### config.mk
export PLATFORM = sky130hd
export DESIGN_NAME = ddr_tx_serializer
export DESIGN_NICKNAME = d
export VERILOG_FILES = /design/src/rtl/ddr_tx_serializer.sv
export SDC_FILE = /design/constraint.sdc
export NUM_CORES = 1
export LEC_CHECK = 0
export CORE_ASPECT_RATIO = 1.4
export CORE_UTILIZATION = 30
export DETAILED_ROUTE_END_ITERATION = 12
export SLEW_MARGIN = 10
export SYNTH_ARGS = -nofsm -noshare
export SYNTH_HDL_FRONTEND = slang
export SYNTH_SLANG_ARGS = --single-unit
### constraint.sdc
create_clock -name i_sys_clk -period 2.1 [get_ports i_sys_clk]
set_input_delay 0.21 -clock i_sys_clk [delete_from_list [all_inputs] [get_ports i_sys_clk]]
set_output_delay 0.21 -clock i_sys_clk [all_outputs]
set_load 0.1 [all_outputs]
### src/rtl/ddr_tx_serializer.sv
// ---------------------------------------------------------------------------
// ddr_tx_serializer
//
// Transmit datapath of the HDR-DDR engine. For each pattern mode it drives a
// fixed bit sequence onto SDA, one bit per bit tick, and keeps a running
// PA1/PA0 parity word and a CRC5 (x^5 + x^2 + 1) over the data bits.
//
// Request protocol: i_tx_en acts as a level "valid" from the control FSM.
// While the serializer is IDLE, a high i_tx_en is accepted immediately
// (IDLE is the "ready" condition) and i_tx_mode plus the register-file
// operands are sampled in that same cycle. i_tx_en must then stay high until
// the one-cycle o_tx_mode_done pulse; dropping it earlier aborts the mode.
// i_tx_en is ignored during the DONE cycle, so the control FSM can present
// the next mode there and it is loaded in the following IDLE cycle.
//
// Ports:
//   i_sys_clk        system clock
//   i_sys_rst        asynchronous active-low reset
//   i_tx_en          serializer request (level)
//   i_tx_mode[3:0]   pattern select, sampled at load
//   i_bit_tick       one-cycle pulse per SDA bit slot
//   i_regf_cmd[7:0]  {rnw, cmd[6:0]}
//   i_regf_addr[6:0] target address
//   i_regf_data[15:0] data word
//   o_sda            registered SDA level
//   o_tx_mode_done   one-cycle pulse when a mode completes
//   o_tx_parity_data 1 = parity context is a data word, 0 = command/address
//   o_busy           high in SHIFT and DONE
//   o_dbg_state[1:0] current FSM state (0 IDLE, 1 SHIFT, 2 DONE)
// ---------------------------------------------------------------------------
module ddr_tx_serializer (
    input  logic        i_sys_clk,
    input  logic        i_sys_rst,
    input  logic        i_tx_en,
    input  logic [3:0]  i_tx_mode,
    input  logic        i_bit_tick,
    input  logic [7:0]  i_regf_cmd,
    input  logic [6:0]  i_regf_addr,
    input  logic [15:0] i_regf_data,
    output logic        o_sda,
    output logic        o_tx_mode_done,
    output logic        o_tx_parity_data,
    output logic        o_busy,
    output logic [1:0]  o_dbg_state
);

    localparam logic [3:0] MODE_CMD     = 4'b0000;
    localparam logic [3:0] MODE_SPECIAL = 4'b0001;
    localparam logic [3:0] MODE_ONE     = 4'b0010;
    localparam logic [3:0] MODE_ZERO    = 4'b0011;
    localparam logic [3:0] MODE_DATA    = 4'b0100;
    localparam logic [3:0] MODE_PARITY  = 4'b0101;
    localparam logic [3:0] MODE_TOKEN   = 4'b0110;
    localparam logic [3:0] MODE_CRC     = 4'b0111;
    localparam logic [3:0] MODE_RESTART = 4'b1000;
    localparam logic [3:0] MODE_EXIT    = 4'b1001;
    localparam logic [3:0] MODE_ADDR    = 4'b1010;

    typedef enum logic [1:0] {
        ST_IDLE  = 2'd0,
        ST_SHIFT = 2'd1,
        ST_DONE  = 2'd2
    } state_t;

    state_t      state_q, state_d;
    logic [3:0]  mode_q, mode_d;
    logic [15:0] shreg_q, shreg_d;
    logic [3:0]  bitcnt_q, bitcnt_d;
    logic        sda_q, sda_d;
    logic [15:0] pw_q, pw_d;
    logic [4:0]  crc_q, crc_d;
    logic        pdata_q, pdata_d;

    logic        load;
    logic        shift_tick;
    logic        abort;
    logic [15:0] load_pat;
    logic [3:0]  load_len_m1;
    logic        pa1;
    logic        pa0;
    logic        crc_fb;

    assign load       = (state_q == ST_IDLE) && i_tx_en;
    assign shift_tick = (state_q == ST_SHIFT) && i_tx_en && i_bit_tick;
    assign abort      = (state_q == ST_SHIFT) && !i_tx_en;

    assign pa1 = pw_q[15] ^ pw_q[13] ^ pw_q[11] ^ pw_q[9]
               ^ pw_q[7]  ^ pw_q[5]  ^ pw_q[3]  ^ pw_q[1];
    assign pa0 = pw_q[14] ^ pw_q[12] ^ pw_q[10] ^ pw_q[8]
               ^ pw_q[6]  ^ pw_q[4]  ^ pw_q[2]  ^ pw_q[0] ^ 1'b1;

    // The bit leaving SDA on this tick is the one currently registered.
    assign crc_fb = crc_q[4] ^ sda_q;

    // ------------------------------------------------------------------
    // FSM: state register
    // ------------------------------------------------------------------
    always_ff @(posedge i_sys_clk or negedge i_sys_rst) begin
        if (!i_sys_rst) begin
            state_q <= ST_IDLE;
        end else begin
            state_q <= state_d;
        end
    end

    // ------------------------------------------------------------------
    // FSM: next state. An enable drop wins over a coincident tick.
    // ------------------------------------------------------------------
    always_comb begin
        state_d = state_q;
        unique case (state_q)
            ST_IDLE: begin
                if (i_tx_en) begin
                    state_d = ST_SHIFT;
                end
            end
            ST_SHIFT: begin
                if (!i_tx_en) begin
                    state_d = ST_IDLE;
                end else if (i_bit_tick && (bitcnt_q == 4'd0)) begin
                    state_d = ST_DONE;
                end
            end
            ST_DONE: begin
                state_d = ST_IDLE;
            end
            default: begin
                state_d = ST_IDLE;
            end
        endcase
    end

    // ------------------------------------------------------------------
    // FSM: outputs
    // ------------------------------------------------------------------
    always_comb begin
        o_tx_mode_done = (state_q == ST_DONE);
        o_busy         = (state_q == ST_SHIFT) || (state_q == ST_DONE);
        o_dbg_state    = state_q;
    end

    assign o_sda            = sda_q;
    assign o_tx_parity_data = pdata_q;

    // ------------------------------------------------------------------
    // Pattern table: left-aligned bits (first bit in [15]) and length - 1.
    // ------------------------------------------------------------------
    always_comb begin
        load_pat    = 16'h8000;
        load_len_m1 = 4'd0;
        case (i_tx_mode)
            MODE_CMD:     begin load_pat = {i_regf_cmd, 8'h00};               load_len_m1 = 4'd7;  end
            MODE_ADDR:    begin load_pat = {i_regf_addr, 1'b0, 8'h00};        load_len_m1 = 4'd7;  end
            MODE_SPECIAL: begin load_pat = {2'b01, 14'h0000};                 load_len_m1 = 4'd1;  end
            MODE_ONE:     begin load_pat = 16'h8000;                          load_len_m1 = 4'd0;  end
            MODE_ZERO:    begin load_pat = 16'h0000;                          load_len_m1 = 4'd0;  end
            MODE_DATA:    begin load_pat = i_regf_data;                       load_len_m1 = 4'd15; end
            MODE_PARITY:  begin load_pat = {pa1, pa0, 14'h0000};              load_len_m1 = 4'd1;  end
            MODE_TOKEN:   begin load_pat = {4'b1100, 12'h000};                load_len_m1 = 4'd3;  end
            MODE_CRC:     begin load_pat = {crc_q, 11'h000};                  load_len_m1 = 4'd4;  end
            MODE_RESTART: begin load_pat = {4'b0101, 12'h000};                load_len_m1 = 4'd3;  end
            MODE_EXIT:    begin load_pat = {8'b01010101, 8'h00};              load_len_m1 = 4'd7;  end
            default:      begin load_pat = 16'h8000;                          load_len_m1 = 4'd0;  end
        endcase
    end

    // ------------------------------------------------------------------
    // Datapath next-state
    // ------------------------------------------------------------------
    always_comb begin
        mode_d   = mode_q;
        shreg_d  = shreg_q;
        bitcnt_d = bitcnt_q;
        sda_d    = sda_q;
        pw_d     = pw_q;
        crc_d    = crc_q;
        pdata_d  = pdata_q;

        if (load) begin
            mode_d   = i_tx_mode;
            sda_d    = load_pat[15];
            shreg_d  = load_pat << 1;
            bitcnt_d = load_len_m1;
            case (i_tx_mode)
                MODE_CMD: begin
                    pw_d[15:8] = i_regf_cmd;
                    crc_d      = 5'b11111;
                    pdata_d    = 1'b0;
                end
                MODE_ADDR: begin
                    pw_d[7:0] = {i_regf_addr, 1'b0};
                end
                MODE_DATA: begin
                    pw_d    = i_regf_data;
                    pdata_d = 1'b1;
                end
                default: begin
                end
            endcase
        end

        // Abort leaves parity word and CRC with whatever they had reached.
        if (abort) begin
            sda_d = 1'b1;
        end

        if (shift_tick) begin
            if (mode_q == MODE_DATA) begin
                crc_d = {crc_q[3], crc_q[2], crc_q[1] ^ crc_fb, crc_q[0], crc_fb};
            end
            // On the closing tick SDA keeps the last bit through DONE/IDLE.
            if (bitcnt_q != 4'd0) begin
                sda_d    = shreg_q[15];
                shreg_d  = shreg_q << 1;
                bitcnt_d = bitcnt_q - 4'd1;
            end
        end
    end

    always_ff @(posedge i_sys_clk or negedge i_sys_rst) begin
        if (!i_sys_rst) begin
            mode_q   <= 4'd0;
            shreg_q  <= 16'h0000;
            bitcnt_q <= 4'd0;
            sda_q    <= 1'b1;
            pw_q     <= 16'h0000;
            crc_q    <= 5'b11111;
            pdata_q  <= 1'b0;
        end else begin
            mode_q   <= mode_d;
            shreg_q  <= shreg_d;
            bitcnt_q <= bitcnt_d;
            sda_q    <= sda_d;
            pw_q     <= pw_d;
            crc_q    <= crc_d;
            pdata_q  <= pdata_d;
        end
    end

endmodule

After elaboration in Yosys (flattened, before gate mapping)
Index checks and enable logic that the tools add are counted.
{"block": "classes", "n_addsub": 1, "n_eq_ne": 14, "mux": 23, "n_bitwise": 17, "n_reduce_logical": 19}
{"op": "$pmux W16 S10", "count": 1}
{"op": "$mux W16", "count": 3}
{"op": "$pmux W8 S2", "count": 2}
{"op": "$eq A4 B3 Y1 const B", "count": 5}
{"op": "$mux W5", "count": 4}
{"op": "$pmux W4 S5", "count": 1}
{"op": "$xor A1 B1 Y1", "count": 16}
{"op": "$eq A4 B4 Y1 const B", "count": 3}
{"op": "$mux W4", "count": 3}
{"op": "$logic_not A4 Y1", "count": 2}
{"op": "$mux W2", "count": 3}
{"op": "$reduce_and A2 Y1", "count": 3}
{"op": "$logic_and A1 B1 Y1", "count": 5}
{"op": "$eq A4 B1 Y1 const B", "count": 1}
{"op": "$eq A4 B2 Y1 const B", "count": 1}
{"op": "$mux W1", "count": 4}
{"op": "$pmux W2 S2", "count": 1}
{"op": "$reduce_bool A2 Y1", "count": 2}
{"op": "$reduce_bool A4 Y1", "count": 1}
{"op": "$reduce_or A2 Y1", "count": 2}
{"op": "$sub A4 B1 Y4 const B", "count": 1}
{"op": "$ne A3 B2 Y1 const B", "count": 1}
{"op": "$reduce_or A3 Y1", "count": 1}
{"op": "$eq A2 B1 Y1 const B", "count": 1}
{"op": "other kinds (7)", "count": 7}
{"block": "totals", "register_bits": 49, "out_inout_bits": 6, "elab_cells": 83}

Depth between registers and ports, before layout
Gate-level depths: netlist of run 1.
{"block": "logic_depth", "depth_word": 13, "depth_mapped": 8, "ltp_nobuf": 7}

Least setup slack after synthesis of run 1
OpenSTA, ideal clock, no wires.
{"block": "synth_timing", "path_type": "register to register", "startpoint": "reg state_q[1], in the netlist o_dbg_state[1]", "endpoint": "reg mode_q[2]", "setup_time_ns": 0.125, "arrival_time_ns": 2.262, "required_time_ns": 1.975, "slack_ns": -0.287, "stages_incl_launch_ff": 7, "path_buffers": 2, "path_cell_list": "dfrtp_1 > inv_1 > ha_1 > nand2_2 > buf_2 > buf_2 > mux2_2"}
{"block": "synth_via", "elab_chain_cells": 2}
{"item": "start, declared", "line_no": "65", "source": "state_t state_q, state_d;"}
{"item": "start signal, assigned", "line_no": "102", "source": "state_q <= state_d;"}
{"item": "$logic_not A2 Y1", "line_no": "83", "source": "assign load = (state_q == ST_IDLE) && i_tx_en;"}
{"item": "$logic_and A1 B1 Y1", "line_no": "83"}
{"item": "end signal, assigned", "line_no": "230", "source": "mode_q <= mode_d;"}
{"item": "end, declared", "line_no": "66", "source": "logic [3:0] mode_q, mode_d;"}
No other way between the ends.
A chain may end at the register's enable or synchronous reset.

Worst setup path after layout of run 1
{"block": "layout_timing", "startpoint": "reg state_q[1], in the netlist o_dbg_state[1]", "endpoint": "reg shreg_q[15]"}
{"block": "layout_via", "elab_chain_cells": 5}
{"item": "$logic_not A2 Y1", "line_no": "83"}
{"item": "$logic_and A1 B1 Y1", "line_no": "83"}
{"item": "$mux W16", "line_no": "179", "source": "if (load) begin"}
{"item": "$mux W16", "line_no": "212", "source": "if (bitcnt_q != 4'd0) begin"}
{"item": "$mux W16 (*)", "line_no": "207", "source": "if (shift_tick) begin"}
{"item": "via shreg_d[15]", "line_no": "67", "source": "logic [15:0] shreg_q, shreg_d;"}
{"item": "end signal, assigned", "line_no": "231", "source": "shreg_q <= shreg_d;"}
{"item": "end, declared", "line_no": "67"}
The timed path passes the listed nets; every way through them passes the cells marked *.

==> qor_table.md, run 1 <==
| Quantity | Reported |
|:---|:---|
| Result of the run | finished clean |
| TritonCTS clock tree | built |
| Average wire per cell in the routed design | 16.3 um |
| Post-synthesis async set-or-reset flop share | 100% |
| Row count | 42 |
| Number of antenna violations at the first check in global routing | 0 |
| Buffer cell driving the clock tree root | sky130_fd_sc_hd__clkbuf_16 |
| Post-Route Skew | 6.37 ps |
| Worst path cell trace | inv_1 > ha_1 > nand2_2 > a311oi_2 > buf_4 > o21ai_0 > a31oi_1 |
| Non-Filler Instances | 517 |
| Area of the die | 10000 sq um |
| Number of synthesized register bits | 49 |
| Total GRT Usage | 17.6% |
| Pin count of the biggest net entering global routing | 26 |
| Number of clock buffers inserted by TritonCTS | 5 |
| Antenna diode instance count | 0 |
| Pwr dens | 1240 nW/um^2 |
| Top flip-flop cell by instance count after synthesis | sky130_fd_sc_hd__dfrtp_1 |
| Hold WC Path Type | input port to asynchronous set/reset pin |
| DR vias/cell | 5.26 |
| Maximum clock frequency | 0.533 GHz |
| First-pass GRT wire length | 13800 um |
| Most frequent cells in the layout | sky130_fd_sc_hd__nand2_1, sky130_fd_sc_hd__nor2_1, sky130_fd_sc_hd__dfrtp_1 |
| Warnings from Yosys | 0 |
| Most common cell after layout, fill and taps aside | sky130_fd_sc_hd__nand2_1 |
| Top Ports | 45 |
| Worst setup path category | register to register |
| Fill cell instance count of the final layout | 942 |
| Synthesized cell area | 2890 sq um |
| Sum Neg Setup Slack | 0 ps |
| Peak supply drop | 0.390 mV |
| Routed wire length | 8410 um |
| Placement Setup Slack | 31.0 ps |
| Worst setup EP type | register |
| Detail Route Antenna Nets | 0 |
| Initial core utilization | 30.8% |
| Number of hold-slack violations in the final timing report | 0 |
| Proportion of layout cells with a drive suffix above 1 | 17.4% |
| P&R area growth vs syn | 31.9% |
| Clock net sink count | 49 |
| Clk Latency, worst-skew pair | 290 ps |
| Horiz. Die Dim | 85.0 um |
| Max-slew violation total from the final report | 0 |
| Number of buffers on the longest clock path | 2 |
| Via count of the routed design | 2722 |
| Number of hold-repair buffers added at the cts stage | 1 |
| Mean post-synth cell area | 8.46 sq um |
| Global-route congestion overflow total | 0 |
| Port-buffer cells | 44 |
| Final period utilization | 89.4% |
| Half-perimeter wire length of the detailed placement result | 6570 um |
| Number of DRC markers in iteration 0 | 216 |
| Residual DRC count | 0 |
| CTS H-tree depth | 2 |
| Last weighted congestion value of the routability-driven placer | 0.913 |
| Layout Nets | 449 |
| Post-layout min period | 1880 ps |
| Maximum fanout count along the critical path | 8 |
| Number of buffers inserted by post-CTS setup repair | 0 |
| Post-Place Cells | 508 |
| Clock-pin transition on the worst setup and hold timing paths | 70 ps |
| Reg2Reg Setup Slack | 220 ps |
| Number of violations of the max-capacitance limit | 0 |
| RSZ-0062 raised after global routing | no |
| Actual transition at the worst max-transition pin | 624 ps |
| Resized Gates After CTS | 0 |
| Post-Syn Nets | 385 |
| Vias in the first global route | 2789 |
| Final worst slack | 223 ps |
| Slowest stage cell, crit path | sky130_fd_sc_hd__dfrtp_2 |
| Kind of start point of the critical path | register |
| # setup viols final | 0 |
| Die H | 118 um |
| Area of the core | 9410 sq um |
| Count of different cell masters after synthesis | 49 |
| Max-Slew Margin vs Limit | 58.4% |
| EDFF count, synth | 0 |
| Max incr delay on CP | 430 ps |
| Proportion of synthesized chip area in sequential cells | 42.6% |
| LEAKAGE | 1.59 nW |
| Data arrival time of the worst path | 2090 ps |
| Worst Path Required | 2310 ps |
| Post-synthesis cell count | 342 |
| First-pass iteration count of the detailed router | 4 |
-- flip-flops by register name (all words and copies together) (netlist names) --
signal            cells
bitcnt_q              4
mode_q                4
shreg_q              16
crc_q                 5
o_tx_parity_data      1
pw_q                 16
o_sda                 1
o_dbg_state           2
-- layout make-up --
type	instances	area, sq um	share of cell area [%]
multi-input cells	261	1510	39.5
clock buffers	5	125	3.28
clock inverters	3	21.3	0.558
flip-flops and latches	49	1240	32.4
well taps	110	138	3.61
inverters	9	33.8	0.886
repair buffers	80	756	19.8
-- layer usage --
layer	vias up	routed length (um)	track usage (%)
li1	1338	-	-
met5	-	0	0
met1	1297	3490	21.7
met4	0	216	8.37
met2	72	4380	30.0
met3	15	327	2.51
-- power by group --
part	total, mW	switching (mW)	leakage (nW)	internal (mW)
logic	2.21	1.24	0.924	0.971
clock network	0.816	0.372	0.0702	0.444
registers	1.69	0.304	0.593	1.39
-- final timing paths --
kind                                            startpoint                    end  cells after the start
worst min register to register       mode_q[0]$_DFFE_PN0P_  mode_q[0]$_DFFE_PN0P_                      2
min in group i_sys_clk               mode_q[0]$_DFFE_PN0P_  mode_q[0]$_DFFE_PN0P_                      2
worst min-delay path                             i_sys_rst   pw_q[12]$_DFFE_PN0P_                      2
worst max register to register  o_dbg_state[1]$_DFFE_PN0P_  shreg_q[15]$_DFF_PN0_                      7
worst max-delay path            o_dbg_state[1]$_DFFE_PN0P_  shreg_q[15]$_DFF_PN0_                      7
max in group asynchronous                        i_sys_rst     crc_q[0]$_DFF_PN1_                      3
-- metrics by stage --
stage | utilization, % | hold WS, ps | instance area, sq um | power, mW
detailed placement | 38.9 | 261 | 3660 | 3.94
global placement | 38.9 | 250 | 3660 | 3.88
global route | 40.6 | 519 | 3810 | 5.04
floorplan | - | -85.6 | 2900 | 3.26
finish | 40.6 | 472 | 3810 | 4.73
CTS | 40.6 | 479 | 3810 | 4.76
-- critical path, delay by kind of cell (launching register included) --
kind                     cells  cell delay (ps)
AND/OR/NAND/NOR              1              100
flip-flops                   1              430
adder cells (fa/ha/maj)      1              190
buffers and inverters        2              340
AO/OA/AOI/OAI                3              750
-- Yosys cell counts, types with 2 or more instances --
cell type / n / share of area, %
sky130_fd_sc_hd__nand2_2: 2 / 0.43
sky130_fd_sc_hd__xnor2_1: 14 / 4.2
sky130_fd_sc_hd__and3_1: 4 / 0.86
sky130_fd_sc_hd__dfrtp_1: 43 / 37
sky130_fd_sc_hd__a31oi_1: 17 / 3.7
sky130_fd_sc_hd__clkbuf_1: 7 / 0.91
sky130_fd_sc_hd__o21ai_1: 4 / 0.69
sky130_fd_sc_hd__nor3b_1: 4 / 1.0
sky130_fd_sc_hd__inv_1: 8 / 1.0
sky130_fd_sc_hd__mux2_2: 3 / 1.2
sky130_fd_sc_hd__a221oi_1: 3 / 0.91
sky130_fd_sc_hd__a32oi_1: 11 / 3.3
sky130_fd_sc_hd__nand2b_1: 2 / 0.43
sky130_fd_sc_hd__nand2_1: 53 / 6.9
sky130_fd_sc_hd__buf_4: 3 / 0.78
sky130_fd_sc_hd__buf_2: 12 / 2.1
sky130_fd_sc_hd__a211oi_1: 2 / 0.52
sky130_fd_sc_hd__nand4_1: 2 / 0.43
sky130_fd_sc_hd__nand3_1: 7 / 1.2
sky130_fd_sc_hd__o21ai_0: 21 / 3.6
sky130_fd_sc_hd__ha_1: 4 / 1.7
sky130_fd_sc_hd__xor2_1: 2 / 0.61
sky130_fd_sc_hd__nor3_1: 4 / 0.69
sky130_fd_sc_hd__nor2_1: 46 / 6.0
sky130_fd_sc_hd__nor3_2: 2 / 0.69
sky130_fd_sc_hd__a22oi_1: 4 / 1.0
sky130_fd_sc_hd__a21oi_1: 28 / 4.8
sky130_fd_sc_hd__dfstp_2: 6 / 5.4
sky130_fd_sc_hd__mux2i_1: 4 / 1.4
-- cell families after synthesis --
family                   Yosys count  share of synthesized area (%)
AO/OA/AOI/OAI                    100                           22.1
XOR/XNOR                          16                           4.84
buffers and inverters             32                           5.32
adder cells (fa/ha/maj)            4                           1.73
AND/OR/NAND/NOR                  134                           20.8
flip-flops                        49                           42.6
multiplexers                       7                           2.55
(Power assumes the default switching activity.)
==> run 2: changes to the inputs <==
ABC_CLOCK_PERIOD_IN_PS = 2100   (was unset)
CORE_UTILIZATION = 54   (was 30)
PLACE_DENSITY = 0.8   (was unset)
==> qor_table.md, run 2 (same netlist as run 1, synthesis figures left out) <==
| Quantity | Reported | vs previous |
|:---|:---|:---|
| Via count of the routed design | 2790 | +2.5% |
| Top Ports | 45 | unchanged |
| Port-buffer cells | 44 | unchanged |
| Area of the die | 5660 sq um | -44% |
| Die H | 88.6 um | -25% |
| Power consumption | 4.44 mW | -6.0% |
| Reg2Reg Setup Slack | 290 ps | +70 ps |
| Initial core utilization | 56.1% | +25 points |
| Total GRT Usage | 30.4% | +13 points |
| Maximum clock frequency | 0.552 GHz | +3.6% |
| Number of hold-slack violations in the final timing report | 0 | unchanged |
| Number of violations of the max-capacitance limit | 0 | unchanged |
| Reg-to-reg endpoint | pw_q[2]$_DFFE_PN0P_ |  |
| First-pass GRT wire length | 12800 um | -7.4% |
| Most frequent cells in the layout | sky130_fd_sc_hd__nand2_1, sky130_fd_sc_hd__nor2_1, sky130_fd_sc_hd__dfrtp_1 |  |
| DR vias/cell | 5.95 | +13% |
| Capturing instance or port of the critical path | pw_q[2]$_DFFE_PN0P_ |  |
| Hold WC Path Type | input port to asynchronous set/reset pin |  |
| Max-Slew Margin vs Limit | 70.5% | +12 points |
| TritonCTS clock tree | built |  |
| Max-slew violation total from the final report | 0 | unchanged |
| Most common cell after layout, fill and taps aside | sky130_fd_sc_hd__nand2_1 |  |
| Worst hold slack across all endpoints | 365 ps | -107 ps |
| Number of hold-repair buffers added at the cts stage | 1 | unchanged |
| Number of clock buffers inserted by TritonCTS | 5 | unchanged |
| Detail Route Antenna Nets | 0 | unchanged |
| Source of the worst register-to-register timing path | o_dbg_state[1]$_DFFE_PN0P_ |  |
| Register-to-Register Path Depth | 8 | +1 |
| Clock net sink count | 49 | unchanged |
| Final period utilization | 86.2% | -3.1 points |
| Worst setup path category | register to register |  |
| Largest registers ranked by flip-flop count | pw_q: 16 flops, shreg_q: 16 flops, crc_q: 5 flops |  |
| Proportion of layout cells with a drive suffix above 1 | 16.4% | -1.1 points |
| Global-route congestion overflow total | 0 | unchanged |
| Row count | 31 | -26% |
| First-pass iteration count of the detailed router | 4 | unchanged |
| Average wire per cell in the routed design | 17.2 um | +5.6% |
| Post-Route Skew | 12.2 ps | +5.87 ps |
| Clock-pin transition on the worst setup and hold timing paths | 100 ps | +30 ps |
| Peak supply drop | 0.527 mV | +35% |
| Pin count of the biggest net entering global routing | 26 | unchanged |
| Number of DRC markers in iteration 0 | 216 | unchanged |
| Post-layout min period | 1810 ps | -65.9 ps |
| Residual DRC count | 0 | unchanged |
| Finished Cell Area | 3620 sq um | -5.1% |
| Cell area reported after detailed placement | 3520 sq um | -3.7% |
| Data arrival time of the worst path | 2030 ps | -60 ps |
| Number of buffers on the longest clock path | 2 | unchanged |
| Clk Latency, worst-skew pair | 310 ps | +20 ps |
| Pwr dens | 1230 nW/um^2 | -1.0% |
| Worst setup path startpoint | o_dbg_state[1]$_DFFE_PN0P_ |  |
| Kind of start point of the critical path | register |  |
| Actual transition at the worst max-transition pin | 443 ps | -181 ps |
| Maximum fanout count along the critical path | 15 | +7 |
| RSZ-0062 raised after global routing | no |  |
| Number of antenna violations at the first check in global routing | 0 | unchanged |
| P&R area growth vs syn | 25.2% |  |
| Buffer cell driving the clock tree root | sky130_fd_sc_hd__clkbuf_8 |  |
| Resized Gates After CTS | 0 | unchanged |
| Sum Neg Setup Slack | 0 ps | unchanged |
| Half-perimeter wire length of the detailed placement result | 6430 um | -2.1% |
| Vias in the first global route | 2668 | -4.3% |
| Result of the run | finished clean |  |
| Routed wire length | 8050 um | -4.2% |
| Worst setup EP type | register |  |
| Number of buffers inserted by post-CTS setup repair | 0 | unchanged |
| Worst Path Required | 2320 ps | about the same |
| # setup viols final | 0 | unchanged |
| Area of the core | 5160 sq um | -45% |
| Layout Nets | 445 | -0.89% |
| Antenna diode instance count | 0 | unchanged |
| Horiz. Die Dim | 63.9 um | -25% |
| CTS H-tree depth | 2 | unchanged |
| LEAKAGE | 1.52 nW | -4.0% |
| Post-Place Cells | 460 | -9.4% |
| Non-Filler Instances | 469 | -9.3% |
| Last weighted congestion value of the routability-driven placer | 0.971 | +6.4% |
[run 2: through the flow]
step / utilization [%] / setup slack (ps)
floorplan: - / 27.2
global placement: 68.3 / 49.9
detailed placement: 68.3 / 16.1
CTS: 70.2 / 274
global route: 70.2 / 139
finish: 70.2 / 289
[run 2: area by class of cell]
cell class | count | area [sq um]
clock buffer | 6 | 72.6
timing repair buffer | 76 | 676
tap | 66 | 82.6
sequential | 49 | 1240
inverter | 9 | 33.8
multi-input combinational | 261 | 1510
clock inverter | 2 | 16.3
fill | 443 | 1540
[run 2: metal layers]
| layer | GRT usage (%) | part of all wire (%) | vias up |
|---|---|---|---|
| met5 | 0 | 0 | - |
| met4 | 16.9 | 5.1 | 0 |
| met3 | 4.38 | 5.0 | 29 |
| met2 | 53.5 | 51 | 107 |
| met1 | 35.6 | 39 | 1321 |
| li1 | - | - | 1333 |
[run 2: worst min path at each step]
stage | startpoint | end | slack (ps) | cells after the start
after floorplan | i_sys_rst | bitcnt_q[0]$_DFF_PN0_ | -90 | 0
after global placement | i_sys_rst | bitcnt_q[3]$_DFF_PN0_ | 170 | 1
after detailed placement | i_sys_rst | bitcnt_q[3]$_DFF_PN0_ | 180 | 1
final | i_sys_rst | bitcnt_q[3]$_DFF_PN0_ | 360 | 2
after global routing | i_sys_rst | bitcnt_q[3]$_DFF_PN0_ | 410 | 2
after CTS | i_sys_rst | bitcnt_q[3]$_DFF_PN0_ | 380 | 2
[run 2: report_power, final]
| group | leakage (nW) | switching, mW | internal (mW) |
|---|---|---|---|
| Clock | 0.0414 | 0.324 | 0.237 |
| Combinational | 0.889 | 1.25 | 0.921 |
| Sequential | 0.593 | 0.314 | 1.39 |
| Total | 1.52 | 1.89 | 2.55 |
[run 2: worst max-delay path, stage by stage, from the launching register on]
cell	delay, ps
sky130_fd_sc_hd__dfrtp_2	440
sky130_fd_sc_hd__inv_1	100
sky130_fd_sc_hd__ha_1	190
sky130_fd_sc_hd__nand2_2	180
sky130_fd_sc_hd__buf_4	230
sky130_fd_sc_hd__a211oi_2	140
sky130_fd_sc_hd__buf_4	220
sky130_fd_sc_hd__nor2_1	60
sky130_fd_sc_hd__a31oi_1	160
